<file path="src/rtl/mips_mem_pkg.sv">
// Shared definitions for the MIPS data-memory subsystem.
//   DMEM_ADDR_W / DMEM_DATA_W : geometry of the single-port data memory
//   dmem_port_e               : requester identity, used to route read data back
package mips_mem_pkg;

  localparam int DMEM_ADDR_W = 10;
  localparam int DMEM_DATA_W = 32;

  typedef enum logic {
    PORT_PIPE = 1'b0,  // pipeline memory stage
    PORT_LOAD = 1'b1   // loader / DMA
  } dmem_port_e;

endpackage : mips_mem_pkg

</file>
<file path="src/rtl/dmem_arbiter.sv">
// dmem_arbiter
//   Shares the single-port data memory (1-cycle registered read) between the
//   pipeline memory stage (port 0, fixed priority) and the loader/DMA (port 1).
//   A wait counter lets port 1 override port 0 after STARVE_LIMIT consecutive
//   denied cycles. Read data is routed back to the port that issued the read,
//   one cycle after its grant.
//
// Ports
//   clk, rst                      clock, synchronous active-high reset
//   pN_req/we/addr/wdata  (in)    request from port N, held until pN_gnt
//   pN_gnt                (out)   request accepted this cycle (combinational)
//   pN_rvalid/rdata       (out)   read response for port N (registered valid)
//   mem_w_en/addr/d_in    (out)   drive to data memory
//   mem_d_out             (in)    registered read data from data memory
//   starve_evt            (out)   port 1 granted by starvation override
//
// Handshake: a request is a level on pN_req with its we/addr/wdata; it is
// consumed in any cycle where pN_gnt is high. Changing the request fields
// before the grant simply replaces the pending request.
module dmem_arbiter
  import mips_mem_pkg::*;
#(
  parameter int ADDR_W       = DMEM_ADDR_W,
  parameter int DATA_W       = DMEM_DATA_W,
  parameter int STARVE_LIMIT = 4
) (
  input  logic              clk,
  input  logic              rst,
  input  logic              p0_req,
  input  logic              p0_we,
  input  logic [ADDR_W-1:0] p0_addr,
  input  logic [DATA_W-1:0] p0_wdata,
  output logic              p0_gnt,
  output logic              p0_rvalid,
  output logic [DATA_W-1:0] p0_rdata,
  input  logic              p1_req,
  input  logic              p1_we,
  input  logic [ADDR_W-1:0] p1_addr,
  input  logic [DATA_W-1:0] p1_wdata,
  output logic              p1_gnt,
  output logic              p1_rvalid,
  output logic [DATA_W-1:0] p1_rdata,
  output logic              mem_w_en,
  output logic [ADDR_W-1:0] mem_addr,
  output logic [DATA_W-1:0] mem_d_in,
  input  logic [DATA_W-1:0] mem_d_out,
  output logic              starve_evt
);

  localparam int CNT_W = $clog2(STARVE_LIMIT + 1);
  localparam logic [CNT_W-1:0] LIMIT_C = CNT_W'(STARVE_LIMIT);

  logic [CNT_W-1:0] wait_cnt_q, wait_cnt_d;
  logic             rsp_v_q, rsp_v_d;
  dmem_port_e       rsp_id_q, rsp_id_d;

  logic p1_override;

  // Arbitration and memory drive. Everything is held inactive during reset,
  // including the memory write enable, so memory contents survive reset.
  always_comb begin
    p1_override = 1'b0;
    p0_gnt      = 1'b0;
    p1_gnt      = 1'b0;
    mem_w_en    = 1'b0;
    mem_addr    = '0;
    mem_d_in    = '0;
    if (!rst) begin
      p1_override = p1_req && (wait_cnt_q == LIMIT_C);
      if (p1_override) begin
        p1_gnt = 1'b1;
      end else if (p0_req) begin
        p0_gnt = 1'b1;
      end else if (p1_req) begin
        p1_gnt = 1'b1;
      end
    end
    if (p1_gnt) begin
      mem_w_en = p1_we;
      mem_addr = p1_addr;
      mem_d_in = p1_wdata;
    end else if (p0_gnt) begin
      mem_w_en = p0_we;
      mem_addr = p0_addr;
      mem_d_in = p0_wdata;
    end
  end

  assign starve_evt = p1_override;

  // Wait counter counts consecutive cycles port 1 is refused; it restarts
  // whenever port 1 is served or withdraws, and saturates at the limit.
  always_comb begin
    wait_cnt_d = wait_cnt_q;
    if (!p1_req || p1_gnt) begin
      wait_cnt_d = '0;
    end else if (wait_cnt_q != LIMIT_C) begin
      wait_cnt_d = wait_cnt_q + 1'b1;
    end
  end

  // Response tracking: remember who issued the read granted this cycle.
  always_comb begin
    rsp_v_d  = (p0_gnt && !p0_we) || (p1_gnt && !p1_we);
    rsp_id_d = p1_gnt ? PORT_LOAD : PORT_PIPE;
  end

  always_ff @(posedge clk) begin
    if (rst) begin
      wait_cnt_q <= '0;
      rsp_v_q    <= 1'b0;
      rsp_id_q   <= PORT_PIPE;
    end else begin
      wait_cnt_q <= wait_cnt_d;
      rsp_v_q    <= rsp_v_d;
      rsp_id_q   <= rsp_id_d;
    end
  end

  // A read granted just before reset asserts leaves rsp_v_q set for one
  // cycle of reset; gating with rst suppresses that stale response.
  always_comb begin
    p0_rvalid = rsp_v_q && (rsp_id_q == PORT_PIPE) && !rst;
    p1_rvalid = rsp_v_q && (rsp_id_q == PORT_LOAD) && !rst;
    p0_rdata  = p0_rvalid ? mem_d_out : '0;
    p1_rdata  = p1_rvalid ? mem_d_out : '0;
  end

endmodule : dmem_arbiter

</file>
<file path="config.mk">
export PLATFORM = sky130hd
export DESIGN_NAME = dmem_arbiter
export DESIGN_NICKNAME = d
export VERILOG_FILES = /design/src/rtl/mips_mem_pkg.sv /design/src/rtl/dmem_arbiter.sv
export SDC_FILE = /design/constraint.sdc
export NUM_CORES = 1
export LEC_CHECK = 0
export CAP_MARGIN = 40
export CORE_AREA = 2 2 92 94
export CTS_CLUSTER_SIZE = 28
export DETAILED_ROUTE_END_ITERATION = 6
export DIE_AREA = 0 0 94 96
export GPL_TIMING_DRIVEN = 0
export PLACE_DENSITY = 0.66
export SLEW_MARGIN = 0
export SYNTH_ARGS = -nofsm -noshare
export SYNTH_HDL_FRONTEND = slang
export SYNTH_SLANG_ARGS = --single-unit
</file>
<file path="constraint.sdc">
create_clock -name clk -period 2.3 [get_ports clk]
set_input_delay 0.46 -clock clk [delete_from_list [all_inputs] [get_ports clk]]
set_output_delay 0.46 -clock clk [all_outputs]
set_load 0.01 [all_outputs]
</file>
After elaboration in Yosys (flattened, before gate mapping)
Cells that the tools add are included.

Output and inout port bits: 112. Input port bits: 122. Register bits after elaboration: 5. Word-level logic and storage cells: 38.

$add $sub $neg: 1. Mux-type cells: 17. Bitwise gates (word level): 1. Equal/unequal tests: 2. Reduce and logical (&&, ||, !) cells: 14.

Operators with widths (count): 32-bit two-way mux (4); 10-bit two-way mux (2); 1-bit two-way mux (11); 1-bit logical AND (7); 1-bit logical NOT (4); 3-bit by 1-bit adder with 3-bit output (second input constant) (1); 3-bit == test (second input constant) (1); 3-bit inequality test (second input constant) (1); 1-bit logical OR (2); 2-bit OR reduction (1); 1-bit inverter (1).

Depth between registers and ports, before layout
Gate-level depths: netlist of run 1.

Word-level depth: 6. Depth in mapped cells: 6.

Least setup slack after synthesis of run 1
OpenSTA, ideal clock, no wires.

Path type: flip-flop to output port. Start point: register wait_cnt_q[0]. End point: output mem_d_in[21]. Cell stages (with the launch flop): 6. Path buffers: 1. Data arrival time: 1.454 ns. Setup slack: 0.386 ns. Required time: 1.840 ns. Cell sequence: dfxtp_1 inv_1 ha_1 a311oi_4 buf_6 a22o_1.

Longest elaborated chain between the ends: 6. Elaborated cells on any way between the ends: 8. Those cells by class: eq/ne (1); mux (6); reduce/logical (1).

RTL lines: start: declaration (line dmem_arbiter.sv:53) `logic [CNT_W-1:0] wait_cnt_q, wait_cnt_d;`; start signal: assignment (line dmem_arbiter.sv:114) `wait_cnt_q <= wait_cnt_d;`; 3-bit == test (line dmem_arbiter.sv:69) `p1_override = p1_req && (wait_cnt_q == LIMIT_C);`; 1-bit logical AND (line dmem_arbiter.sv:69); 1-bit two-way mux (line dmem_arbiter.sv:70) `if (p1_override) begin`; 1-bit two-way mux (line dmem_arbiter.sv:68) `if (!rst) begin`; net p0_gnt (line dmem_arbiter.sv:33) `output logic p0_gnt,`; 32-bit two-way mux (line dmem_arbiter.sv:82) `end else if (p0_gnt) begin`; 32-bit two-way mux (line dmem_arbiter.sv:78) `if (p1_gnt) begin`; end: declaration (line dmem_arbiter.sv:45) `output logic [DATA_W-1:0] mem_d_in,`.

The timed path passes the listed nets, and every way through them passes these cells.

Worst setup path after layout of run 1
Start point: register wait_cnt_q[0]. End point: output mem_d_in[30].

Longest elaborated chain between the ends: 6. Elaborated cells on any way between the ends: 8. Those cells by class: eq/ne (1); mux (6); reduce/logical (1).

RTL lines (line): 3-bit == test * (dmem_arbiter.sv:69); 1-bit logical AND * (dmem_arbiter.sv:69); 1-bit two-way mux (dmem_arbiter.sv:70); 1-bit two-way mux (dmem_arbiter.sv:68); 32-bit two-way mux (dmem_arbiter.sv:82); 32-bit two-way mux * (dmem_arbiter.sv:78).

Every way passes the cells marked *; elsewhere a longest branch is shown, timed or not.

==> results of run 1 <==
[worst max-delay path, cell delays in order, from the launching register on]
cell           delay, ps
dfxtp_2              320
inv_2                 40
ha_4                 170
a311oi_4             320
buf_12               160
buf_6                130
a22o_1               140
dlygate4sd2_1        260
[flip-flops by register name, indices dropped and copies added (netlist names)]
name,cells
wait_cnt_q,3
rsp_id_q,1
rsp_v_q,1
[logic make-up after synthesis]
| family | share of synthesized area |
|---|---|
| AO/OA/AOI/OAI | 0.372 |
| adder cells (fa/ha/maj) | 0.0215 |
| buffers and inverters | 0.117 |
| flip-flops | 0.0861 |
| multiplexers | 0.00861 |
| AND/OR/NAND/NOR | 0.394 |
[Yosys cell counts]
library cell / count / area (um2)
clkbuf_1: 5 / 18.8
and2_1: 64 / 400
a311oi_4: 1 / 26.3
ha_1: 2 / 25.0
inv_2: 1 / 3.75
dfxtp_1: 5 / 100
inv_1: 5 / 18.8
buf_6: 8 / 90.1
nand2_2: 1 / 6.26
a22o_2: 6 / 60.1
a22o_1: 38 / 333
nand2b_1: 1 / 6.26
a21oi_1: 1 / 5.00
a21oi_2: 1 / 8.76
mux2i_1: 1 / 10.0
nor3_1: 1 / 5.00
nor2_1: 4 / 15.0
nor3b_1: 1 / 7.51
and3b_1: 1 / 8.76
or3b_2: 1 / 8.76
buf_2: 1 / 5.00
[cell type report]
class	count	area, um2	area share
clock buffer	4	45.0	0.0118
buffer	12	136	0.0356
timing repair buffer	252	2420	0.633
multi-input combinational	124	966	0.252
tap	105	131	0.0343
sequential	5	103	0.0268
inverter	6	22.5	0.00589
[layer usage]
layer,up-vias,part of all wire,track usage
met2,106,0.54,0.277
li1,1038,-,-
met3,7,0.088,0.0392
met1,913,0.37,0.150
met5,-,0,0
met4,0,0.0057,0.0181
[worst max-delay path by stage]
stage	startpoint	endpoint	depth (start not counted)
after CTS	rst	p1_rdata[23]	5
after global placement	rst	p0_rdata[12]	5
after floorplan	wait_cnt_q[0]	mem_d_in[21]	5
after global routing	wait_cnt_q[0]	mem_d_in[26]	7
after detailed placement	rst	p0_rdata[10]	5
final	wait_cnt_q[0]	mem_d_in[30]	7
[power groups by stage]
stage	sequential [mW]	clock, mW	combinational [mW]
3_3_place_gp	0.0923	0	0.486
4_1_cts	0.0917	0.169	0.485
3_5_place_dp	0.0925	0	0.490
5_1_grt	0.0920	0.175	0.505
6_report	0.0920	0.164	0.474
2_1_floorplan	0.0922	0	0.136
[per-stage QoR]
stage / hold WS, ps / util / setup WS, ps
6_report: 499 / 0.475 / 73.0
4_1_cts: 503 / 0.468 / -71.0
2_1_floorplan: 417 / - / 386
3_5_place_dp: 444 / 0.450 / -829
5_1_grt: 511 / 0.475 / -3.19
3_3_place_gp: 429 / 0.450 / -798
[what timing repair did]
| item | 4_1_cts | 5_1_grt |
|---|---|---|
| gates cloned | 3 | 0 |
| gates resized for setup | 173 | 45 |
| pin swaps | 7 | 2 |
| setup endpoints to repair | 112 | 56 |
| setup buffers | 12 | 5 |
==> summary.md, run 1 <==
| Metric | Value |
|---|---|
| Status | completed |
| Reg2reg start | wait_cnt_q[0] |
| Placed Instances | 487 |
| Iter 0 DRT Violations | 28 |
| VDD IR max | 502 uV |
| IO buf count | 233 |
| Pre-antenna DRT Iters | 6 |
| First-pass GRT wire length | 10.1 mm |
| Syn avg cell area | 7.80 um2 |
| CTS Sinks | 5 |
| DRC | 0 |
| Tot Pwr | 0.729 mW |
| Kind of end point of the critical path | output pin |
| Post-CTS Hold Buffers | 0 |
| Reg-to-Reg End | rsp_v_q |
| P_leak | 2.32 nW |
| Final Setup Violations | 0 |
| Proportion of layout cells with a drive suffix above 1 | 0.196 |
| Clock-pin slew on the worst setup and hold paths | 30 ps |
| Max-Slew Margin vs Limit | 0.804 |
| Initial cell density of the core | 0.144 |
| CTS tree | done |
| N_diodes | 0 |
| CP required | 1840 ps |
| Design Area, Final | 0.00383 mm2 |
| Vias | 2064 |
| WL final | 7.26 mm |
| Final Slew Violations | 0 |
| Clk root buf | clkbuf_8 |
| Die width | 94 um |
| Commonest non-fill, non-tap cell in the layout | clkdlybuf4s50_1 |
| Core area | 0.00805 mm2 |
| Post-Synthesis Cell Area | 0.00116 mm2 |
| Commonest non-fill, non-tap cells in the layout | 125 x clkdlybuf4s50_1, 64 x and2_1, 51 x dlygate4sd2_1 |
| Die ar. | 0.00902 mm2 |
| # H-tree levels | 1 |
| Post-synthesis cell count | 149 |
| Post-DR vias/cell | 4.06 |
| FMAX | 449 MHz |
| Worst EP arrival | 1770 ps |
| Area grow syn2layout | 229% |
| Hold path endpoint | wait_cnt_q[0] |
| Deepest clock path buffer count | 2 |
| Worst reg-to-reg setup slack | 820 ps |
| Period utilization | 0.968 |
| DP Wirelength | 5.92 mm |
| Int Pwr | 0.529 mW |
| Comb pwr share | 0.650 |
| Hold path depth | 2 |
| Rows | 33 |
| Antenna viol nets, final | 0 |
| Die height | 96 um |
| Worst-margin pin slew | 295 ps |
| Total Routing Usage GR | 0.139 |
| Gr ovfl total | 0 |
| Ys Warns | 0 |
| Switching fraction of total power | 0.274 |
| Startpoint Class | flip-flop |
| Reg power frac | 0.126 |
| R2R cell count | 8 |
| Setup Skew | 3.01 ps |
| Tmin final | 2230 ps |
| Flops & latches, synth | 5 |
| Fillcell total | 810 |
| I/O pin count | 234 |
| Gpl congestion | 0.773 |
| Placed Area | 0.00363 mm2 |
| Pwr dens | 191 mW/mm2 |
| HP Start | wait_cnt_q[0] |
| Largest net degree at the start of global routing | 11 |
| Nets | 528 |
| Clock share of power | 0.224 |
| Fin Setup TNS | 0 ps |
| Clock latency at the later pin of the worst-skew pair | 220 ps |
| Sw power | 0.200 mW |
| Fin. Hold Viols | 0 |
| Max Cap Viol | 0 |
| WL/cell | 14.3 um |
| Sequential area share after synthesis | 0.0861 |
| Syn Nets | 273 |
| Cts bufs inserted | 3 |
| Crit path max fanout | 10 |
| Vias in the first global route | 1985 |
| Non-Filler Instances | 508 |
| HP Class | flip-flop to flip-flop |
| Synth unique cells | 21 |
| Worst Setup Path Type | flip-flop to output pin |
| Initial antenna violation count | 0 |
(Power assumes the default switching activity.)
==> run 2: changes to the inputs <==
- CTS_CLUSTER_SIZE: 28 -> 8
==> results of run 2 <==
No change in the layout: final DEF, timing and power equal those of run 1.
